`src/rtl/slc3_pkg.sv`:
```
// Shared SLC-3 encodings: control states, opcodes and datapath mux/ALU codes.
// The ALU and datapath blocks use the same definitions.
package slc3_pkg;

    typedef enum logic [4:0] {
        S_HALTED, S_FETCH1, S_FETCH2, S_FETCH3, S_DECODE,
        S_ADD, S_AND, S_NOT, S_BR_TAKEN, S_JMP,
        S_JSR1, S_JSR2, S_LDR1, S_LDR2, S_LDR3,
        S_STR1, S_STR2, S_STR3, S_PAUSE1, S_PAUSE2
    } state_t;

    localparam logic [3:0] OP_BR    = 4'b0000;
    localparam logic [3:0] OP_ADD   = 4'b0001;
    localparam logic [3:0] OP_JSR   = 4'b0100;
    localparam logic [3:0] OP_AND   = 4'b0101;
    localparam logic [3:0] OP_LDR   = 4'b0110;
    localparam logic [3:0] OP_STR   = 4'b0111;
    localparam logic [3:0] OP_NOT   = 4'b1001;
    localparam logic [3:0] OP_JMP   = 4'b1100;
    localparam logic [3:0] OP_PAUSE = 4'b1101;

    localparam logic [1:0] ALUK_PASS = 2'b00;
    localparam logic [1:0] ALUK_AND  = 2'b01;
    localparam logic [1:0] ALUK_NOT  = 2'b10;
    localparam logic [1:0] ALUK_ADD  = 2'b11;

    localparam logic [1:0] PCMUX_INC   = 2'b00;
    localparam logic [1:0] PCMUX_BUS   = 2'b01;
    localparam logic [1:0] PCMUX_ADDER = 2'b10;

    localparam logic [1:0] ADDR2_ZERO  = 2'b00;
    localparam logic [1:0] ADDR2_OFF6  = 2'b01;
    localparam logic [1:0] ADDR2_OFF9  = 2'b10;
    localparam logic [1:0] ADDR2_OFF11 = 2'b11;

    // States that hold an SRAM strobe for MEM_WAIT cycles.
    function automatic logic is_wait(input state_t s);
        return (s == S_FETCH2) || (s == S_LDR2) || (s == S_STR3);
    endfunction

endpackage

```
`src/rtl/slc3_wait_ctr.sv`:
```
// SRAM access timer: counts 0..MEM_WAIT-1 while enabled, done on the last count.
module slc3_wait_ctr #(
    parameter int MEM_WAIT = 2
) (
    input  logic clk,
    input  logic reset,
    input  logic clear,
    input  logic en,
    output logic done
);
    localparam int W = (MEM_WAIT > 1) ? $clog2(MEM_WAIT) : 1;

    logic [W-1:0] count;

    assign done = (count == W'(MEM_WAIT - 1));

    always_ff @(posedge clk) begin
        if (reset || clear)
            count <= '0;
        else if (en)
            count <= done ? '0 : count + 1'b1;
    end

endmodule

```
`src/rtl/slc3_control_fsm.sv`:
```
// SLC-3 ISDU: Moore control FSM sequencing fetch/decode/execute and SRAM waits.
// Outputs decode from state only (plus the IR bits that steer SR2MUX and JSR2).
module slc3_control_fsm
    import slc3_pkg::*;
#(
    parameter int MEM_WAIT = 2
) (
    input  logic       Clk,
    input  logic       Reset,
    input  logic       Run,
    input  logic       Continue,
    input  logic [3:0] Opcode,
    input  logic       IR_5,
    input  logic       IR_11,
    input  logic       BEN,
    output logic       LD_MAR,
    output logic       LD_MDR,
    output logic       LD_IR,
    output logic       LD_BEN,
    output logic       LD_CC,
    output logic       LD_REG,
    output logic       LD_PC,
    output logic       LD_LED,
    output logic       GatePC,
    output logic       GateMDR,
    output logic       GateALU,
    output logic       GateMARMUX,
    output logic [1:0] PCMUX,
    output logic [1:0] ADDR2MUX,
    output logic [1:0] ALUK,
    output logic       ADDR1MUX,
    output logic       DRMUX,
    output logic       SR1MUX,
    output logic       SR2MUX,
    output logic       Mem_OE,
    output logic       Mem_WE
);
    state_t state, next_state;
    logic   in_wait, wait_done;

    assign in_wait = is_wait(state);

    // Wait states are never back to back, so holding the counter clear
    // outside them is the same as clearing on entry.
    slc3_wait_ctr #(.MEM_WAIT(MEM_WAIT)) u_wait (
        .clk   (Clk),
        .reset (Reset),
        .clear (!in_wait),
        .en    (in_wait),
        .done  (wait_done)
    );

    always_ff @(posedge Clk) begin
        if (Reset)
            state <= S_HALTED;
        else
            state <= next_state;
    end

    always_comb begin
        next_state = state;
        LD_MAR = 1'b0; LD_MDR = 1'b0; LD_IR = 1'b0; LD_BEN = 1'b0;
        LD_CC  = 1'b0; LD_REG = 1'b0; LD_PC = 1'b0; LD_LED = 1'b0;
        GatePC = 1'b0; GateMDR = 1'b0; GateALU = 1'b0; GateMARMUX = 1'b0;
        PCMUX = PCMUX_INC; ADDR2MUX = ADDR2_ZERO; ALUK = ALUK_PASS;
        ADDR1MUX = 1'b0; DRMUX = 1'b0; SR1MUX = 1'b0;
        SR2MUX = IR_5;
        Mem_OE = 1'b0; Mem_WE = 1'b0;

        case (state)
            S_HALTED: if (Run) next_state = S_FETCH1;
            S_FETCH1: begin
                GatePC = 1'b1; LD_MAR = 1'b1; LD_PC = 1'b1; PCMUX = PCMUX_INC;
                next_state = S_FETCH2;
            end
            S_FETCH2: begin
                Mem_OE = 1'b1; LD_MDR = wait_done;
                if (wait_done) next_state = S_FETCH3;
            end
            S_FETCH3: begin
                GateMDR = 1'b1; LD_IR = 1'b1;
                next_state = S_DECODE;
            end
            S_DECODE: begin
                LD_BEN = 1'b1;
                case (Opcode)
                    OP_ADD:   next_state = S_ADD;
                    OP_AND:   next_state = S_AND;
                    OP_NOT:   next_state = S_NOT;
                    OP_BR:    next_state = BEN ? S_BR_TAKEN : S_FETCH1;
                    OP_JMP:   next_state = S_JMP;
                    OP_JSR:   next_state = S_JSR1;
                    OP_LDR:   next_state = S_LDR1;
                    OP_STR:   next_state = S_STR1;
                    OP_PAUSE: next_state = S_PAUSE1;
                    default:  next_state = S_FETCH1;
                endcase
            end
            S_ADD, S_AND, S_NOT: begin
                SR1MUX = 1'b1; GateALU = 1'b1; LD_REG = 1'b1; LD_CC = 1'b1;
                ALUK = (state == S_ADD) ? ALUK_ADD : (state == S_AND) ? ALUK_AND : ALUK_NOT;
                next_state = S_FETCH1;
            end
            S_BR_TAKEN: begin
                ADDR2MUX = ADDR2_OFF9; PCMUX = PCMUX_ADDER; LD_PC = 1'b1;
                next_state = S_FETCH1;
            end
            S_JMP: begin
                SR1MUX = 1'b1; ADDR1MUX = 1'b1; PCMUX = PCMUX_ADDER; LD_PC = 1'b1;
                next_state = S_FETCH1;
            end
            S_JSR1: begin
                GatePC = 1'b1; DRMUX = 1'b1; LD_REG = 1'b1;
                next_state = S_JSR2;
            end
            S_JSR2: begin
                if (IR_11) begin
                    ADDR2MUX = ADDR2_OFF11;
                end else begin
                    SR1MUX = 1'b1; ADDR1MUX = 1'b1;
                end
                PCMUX = PCMUX_ADDER; LD_PC = 1'b1;
                next_state = S_FETCH1;
            end
            S_LDR1, S_STR1: begin
                SR1MUX = 1'b1; ADDR1MUX = 1'b1; ADDR2MUX = ADDR2_OFF6;
                GateMARMUX = 1'b1; LD_MAR = 1'b1;
                next_state = (state == S_LDR1) ? S_LDR2 : S_STR2;
            end
            S_LDR2: begin
                Mem_OE = 1'b1; LD_MDR = wait_done;
                if (wait_done) next_state = S_LDR3;
            end
            S_LDR3: begin
                GateMDR = 1'b1; LD_REG = 1'b1; LD_CC = 1'b1;
                next_state = S_FETCH1;
            end
            S_STR2: begin
                ALUK = ALUK_PASS; GateALU = 1'b1; LD_MDR = 1'b1;
                next_state = S_STR3;
            end
            S_STR3: begin
                Mem_WE = 1'b1;
                if (wait_done) next_state = S_FETCH1;
            end
            S_PAUSE1: begin
                LD_LED = 1'b1;
                if (Continue) next_state = S_PAUSE2;
            end
            S_PAUSE2: if (!Continue) next_state = S_FETCH1;
            default: next_state = S_HALTED;
        endcase
    end

endmodule

```
`config.mk`:
```
export PLATFORM = sky130hd
export DESIGN_NAME = slc3_control_fsm
export DESIGN_NICKNAME = d
export VERILOG_FILES = /design/src/rtl/slc3_pkg.sv /design/src/rtl/slc3_wait_ctr.sv /design/src/rtl/slc3_control_fsm.sv
export SDC_FILE = /design/constraint.sdc
export NUM_CORES = 1
export LEC_CHECK = 0
export ABC_AREA = 1
export ABC_CLOCK_PERIOD_IN_PS = 3100
export CAP_MARGIN = 30
export CORE_MARGIN = 4
export CORE_UTILIZATION = 40
export CTS_CLUSTER_SIZE = 14
export DETAILED_ROUTE_END_ITERATION = 8
export PLACE_DENSITY = 0.81
export SETUP_SLACK_MARGIN = 0.02
export SYNTH_ARGS = -nofsm -noshare
export SYNTH_HDL_FRONTEND = slang
export SYNTH_SLANG_ARGS = --single-unit
```
`constraint.sdc`:
```
create_clock -name Clk -period 3.1 [get_ports Clk]
set_input_delay 0.62 -clock Clk [delete_from_list [all_inputs] [get_ports Clk]]
set_output_delay 0.62 -clock Clk [all_outputs]
set_load 0.02 [all_outputs]
```
; ---- Yosys cells after proc, flatten, opt, wreduce, memory -nomap -nowiden
; Index checks and enable logic that the tools add are counted.
[totals]
latch_bits = 0
memories = 0
in_bits = 11
elab_cells = 92
ramBits = 0
reg_bits = 6
rom_bits = 0
[op_classes]
bitwise_logic = 0
n_reduce_logical = 21
mux = 35
addsub = 1
div = 0
shift = 0
order_cmp = 0
n_eq_ne = 33
n_mul = 0
[ops]
columns = operator, count
row1 = 5-bit one-hot mux with 13 select lines, 1
row2 = 5-bit one-hot mux with 9 select lines, 1
row3 = "5-bit by 4-bit equality test with 1-bit output, second input constant", 8
row4 = 5-bit two-way mux, 7
row5 = "5-bit by 3-bit equality test with 1-bit output, second input constant", 4
row6 = "5-bit equality test, second input constant", 4
row7 = "4-bit by 3-bit equality test with 1-bit output, second input constant", 4
row8 = 1-bit two-way mux, 16
row9 = "4-bit equality test, second input constant", 3
row10 = 3-bit OR reduction, 4
row11 = 4-bit OR reduction, 3
row12 = "5-bit by 2-bit equality test with 1-bit output, second input constant", 2
row13 = 2-bit two-way mux, 5
row14 = 2-bit OR reduction, 4
row15 = 7-bit OR reduction, 1
row16 = "2-bit by 1-bit != test with 1-bit output, second input constant", 3
row17 = "2-bit != test, second input constant", 3
row18 = 1-bit one-hot mux with 2 select lines, 3
row19 = 2-bit one-hot mux with 3 select lines, 1
row20 = 6-bit AND reduction, 1
row21 = 6-bit OR reduction, 1
row22 = "5-bit by 1-bit equality test with 1-bit output, second input constant", 1
row23 = 5-bit zero test, 1
row24 = 5-bit OR reduction, 1
row25 = other kinds (6), 8

; ---- Depth between registers and ports, before layout
; Gate-level depths: netlist (run 1).
[logic_depth]
ltp_word = 5
mapped_depth = 10
depth_no_buf = 10

; ---- Cells and area by module
; From an unflattened synthesis (run 1), not the netlist that was laid out.
[unflattened]
cells_unflattened = 149
hier_area_um2 = 768.2
[by_module_without_submodules]
columns = mod, seq_area_each_um2, n_inst, area_per_inst_um2, cells_per_inst
row1 = slc3_control_fsm, 100.1, 1, 726.9, 143
row2 = slc3_wait_ctr, 20.0, 1, 41.3, 6

; ---- Worst setup path before layout (run 1)
; Ideal clock, no wire load.
[synth_path]
path_type = register to output
from = reg state[4]
to = out ADDR2MUX[1]
path_slack_ns = 1.122
stages_incl_launch_ff = 7
t_arrival_ns = 1.358
n_path_buf = 1
cell_sequence = dfxtp_1 -> inv_2 -> buf_6 -> nand3_4 -> nor2_2 -> inv_1 -> a21oi_1
[synth_between]
elab_chain_cells = 3
elab_cells_between_ends = 6
classes_between = eq/ne: 4 / mux: 1 / reduce/logical: 1
[synth_lines]
columns = item, line
row1 = from (decl), slc3_control_fsm.sv:38  ; state_t state, next_state;
row2 = from (signal assigned), slc3_control_fsm.sv:57  ; state <= next_state;
row3 = 5-bit by 4-bit equality test with 1-bit output, slc3_control_fsm.sv:70  ; case (state)
row4 = 2-bit OR reduction, -
row5 = 2-bit one-hot mux with 3 select lines *, slc3_control_fsm.sv:70
row6 = to (decl), slc3_control_fsm.sv:29  ; output logic [1:0] ADDR2MUX,
; Every way passes the cells marked *; elsewhere a longest branch is shown, timed or not.

; ---- Final worst setup path (run 1)
[layout_path]
from = in IR_11
to = out ADDR2MUX[0]
[layout_between]
elab_chain_cells = 2
[layout_lines]
columns = item, line
row1 = from (decl), slc3_control_fsm.sv:14  ; input logic IR_11,
row2 = 2-bit two-way mux, slc3_control_fsm.sv:117  ; if (IR_11) begin
row3 = 2-bit one-hot mux with 3 select lines, slc3_control_fsm.sv:70
; No other way between the ends.

==> results of run 1 <==
[critical path, cell delays in order]
cell and delay, ns:
sky130_fd_sc_hd__clkdlybuf4s50_1 0.47, sky130_fd_sc_hd__nand2_1 0.08, sky130_fd_sc_hd__o31ai_1 0.25, sky130_fd_sc_hd__clkdlybuf4s50_1 0.64
[area by class of cell]
class / count / area share, %
Inverter: 30 / 9.53
Timing Repair Buffer: 31 / 26.3
Sequential cell: 6 / 10.2
Multi-Input combinational cell: 108 / 49.3
Tap cell: 27 / 2.86
Clock buffer: 3 / 1.91
[report_power, final]
group / switching [mW] / internal [mW]
clock: 0.0237 / 0.0435
combinational: 0.254 / 0.154
sequential: 0.0348 / 0.0934
[metrics by stage]
step / cell area (µm²) / power (mW) / setup slack (ns) / utilization [%]
6_report: 1180 / 0.604 / 0.422 / 59.6
2_1_floorplan: 841 / 0.401 / 1.12 / -
4_1_cts: 1180 / 0.605 / 0.411 / 59.6
5_1_grt: 1180 / 0.661 / 0.253 / 59.6
3_5_place_dp: 1160 / 0.532 / 0.414 / 58.5
3_3_place_gp: 1160 / 0.527 / 0.463 / 58.5
[cells by family after synthesis]
family | Yosys count | share of synthesized area, %
AOI/OAI and AO/OA | 14 | 9.38
buffers and inverters | 33 | 16.5
DFF | 6 | 14.3
other | 1 | 0.446
and+or+nand+nor | 93 | 59.4
[layout by cell type (no fill, tap or decap), types with 2 or more instances in the layout]
master,netlist,layout
sky130_fd_sc_hd__nand2_1,36,36
sky130_fd_sc_hd__dfxtp_1,6,6
sky130_fd_sc_hd__nand4_1,5,5
sky130_fd_sc_hd__clkbuf_4,0,3
sky130_fd_sc_hd__nor2_4,4,4
sky130_fd_sc_hd__nand2_2,2,2
sky130_fd_sc_hd__nand2_4,2,2
sky130_fd_sc_hd__nor2_1,17,17
sky130_fd_sc_hd__clkdlybuf4s50_1,0,31
sky130_fd_sc_hd__inv_2,8,8
sky130_fd_sc_hd__nand3_4,2,2
sky130_fd_sc_hd__nor2_2,7,7
sky130_fd_sc_hd__a21oi_1,8,8
sky130_fd_sc_hd__nand3_2,3,3
sky130_fd_sc_hd__inv_1,21,21
sky130_fd_sc_hd__o21ai_0,2,2
sky130_fd_sc_hd__nand3_1,13,13
[layer usage]
metal  up-vias  GRT usage (%)  wire (µm)
met5         -              0          0
met4         0           2.98          0
met3         0           3.05        153
met2        37           33.5       1250
met1       450           23.1       1060
li1        524              -          -
[flip-flops by register name (all words and copies together) (netlist names)]
register,count
state,5
u_wait.done,1
[worst min-delay path by stage]
stage / from / endpoint / slack [ns] / cells after the start
after detailed placement: u_wait.done$_SDFFE_PP0N_ / u_wait.done$_SDFFE_PP0N_ / 0.54 / 3
after floorplan: u_wait.done$_SDFFE_PP0N_ / u_wait.done$_SDFFE_PP0N_ / 0.52 / 3
after global placement: u_wait.done$_SDFFE_PP0N_ / u_wait.done$_SDFFE_PP0N_ / 0.53 / 3
after global routing: u_wait.done$_SDFFE_PP0N_ / u_wait.done$_SDFFE_PP0N_ / 0.59 / 3
final: u_wait.done$_SDFFE_PP0N_ / u_wait.done$_SDFFE_PP0N_ / 0.54 / 3
after CTS: u_wait.done$_SDFFE_PP0N_ / u_wait.done$_SDFFE_PP0N_ / 0.55 / 3
==> impl_summary.md, run 1 <==
Status
The flow ran to the end, and the final reports show no timing, DRC or antenna violations.

Critical path
The endpoint identified for the worst register-to-register timing path is state[1]$_SDFFE_PP0P_. The end of the critical path is ADDR2MUX[0]. STA classifies the critical path endpoint as a primary output. The required time of the critical path is 2.48 ns. The startpoint of the worst-slack reg-to-reg timing path is state[4]$_SDFFE_PP0P_. STA classifies the critical path startpoint as an input pin. For the worst flop-to-flop path, the logic depth is 10.

The critical setup path kind is in2out. Tracing the worst setup path back leads to its startpoint at IR_11. Data arrives at the worst endpoint at 2.06 ns. The maximum fanout along the worst path is 2. The register-to-register path setup slack is 1.58 ns.

Yosys
The count of flip-flops with a built-in enable after synthesis is 0. The mean cell area of the mapped netlist is 5.72 µm². The area share of the largest cell type after synthesis is 16.1%. Counting distinct cell types in the post-synthesis netlist gives 25. Sequential elements use 14.3% of the synthesized area. The share of async-settable or async-resettable flops after synthesis is 0%. By area the synthesized netlist is led by sky130_fd_sc_hd__nand2_1, sky130_fd_sc_hd__dfxtp_1, sky130_fd_sc_hd__inv_1. The Yosys step of the flow raised 0 warnings. The register bit count reported by yosys is 6. The number of cells produced by synthesis is 147.

The cell taking the most area after synthesis is sky130_fd_sc_hd__nand2_1. Synthesis produced a netlist with a net count of 158. For this run, the leading register cell type out of synthesis is sky130_fd_sc_hd__dfxtp_1.

Yosys instantiated no cell more often than sky130_fd_sc_hd__nand2_1. In this run the cell area of the synthesized design comes to 841 µm². The commonest cells after synthesis are sky130_fd_sc_hd__nand2_1, sky130_fd_sc_hd__inv_1, sky130_fd_sc_hd__nor2_1.

STA
The tightest hold path in the finished design has a slack of 0.543 ns. The final-layout setup total negative slack is 0 ns. The clock period could shrink to 2.68 ns. The fraction of the cycle the final worst path needs is 86.4%. The peak clock frequency supported by timing is 0.373 GHz. The number of hold violations in the final report is 0.

Setup repair after global routing left no endpoint under its margin. For the final database, setup skew stands at 0.00318 ns. The number of setup violations in the final report is 0. The total count of max-transition violations in the final report is 0.

Global route
Across every metal layer, demand over resource in global routing totals 18.6%. The first global-routing pass estimated 3.99 mm of wire. The pin count of the biggest net entering global routing is 12. The leftover overflow at the end of global routing is 0. The number of antenna violations at the first check in global routing is 0. The number of global-route vias before repair was 901.

Placement
Port buffering added 31 buffers. The HPWL after detailed placement is 2.05 mm. The global placer's final weighted congestion is 0.908. The count of placed standard cells including taps is 202.

Floorplan
The I/O pin total is 35. After floorplanning, the core was divided into 16 placement rows. The y dimension of the die is 53.8 µm. The die area is 2900 µm². For this configuration, the core starts out at a cell density of 42.4%. The width of the chip is 53.8 µm. The area of the core region is 1980 µm².

Pwr
The analysis attributes to cell leakage a power of 0.564 nW. The worst-case IR drop observed on VDD is 0.333 mV. Dividing total power by cell area gives a power density of 511 nW/µm².

Clock network
CTS saw 6 sinks. In this run the post-CTS setup repair buffer count came out at 0. The later pin in the worst-skew pair is clocked with a latency of 0.24 ns. The number of gates resized after CTS was 0.

The clock transition at the registers of the reported paths is 0.04 ns. The clock tree from TritonCTS is built. TritonCTS created 3 clock buffers. The maximum clock path buffer count is 2.

The number of H-tree levels is 1. After clock tree synthesis, the flow added hold-fix buffers numbering 0. In this run the clock root is driven by a sky130_fd_sc_hd__clkbuf_4.

Route
In the routed layout, each cell is associated on average with a via count of 4.93. After detailed routing, the number of remaining DRC violations is 0. The residual antenna-violating net count after detailed routing is 0. The number of vias after detailed routing is 1011.

Summed over all layers, the routed wires come to 2.46 mm. The number of search-and-repair iterations in the first detailed-routing pass is 4. The detailed router finished its first iteration with 29 violations. In the final routed layout, each cell accounts on average for 12.0 µm.

Min path
The class of the most critical hold timing path is reg2reg.

Finish
The finished layout holds 205 standard cells, fillers aside. The post-route netlist has 18.0% of its cells at a drive strength greater than 1. The register area is 120 µm². The count of fill cells added during filler insertion is 187.

0 antenna diodes ended up in the layout. The net count of the finished layout is 191. The total area of multi-input combinational cells is 582 µm². Relative to the synthesized area, the layout overhead comes to 40.5%.

Job
The reported max-cap violation count is 0.
(Power assumes the default switching activity.)
==> run 2: changes to the inputs <==
CTS_BUF_LIST = sky130_fd_sc_hd__clkbuf_4   (was default)
==> results of run 2 <==
No change in the layout: final DEF, timing and power equal those of run 1.
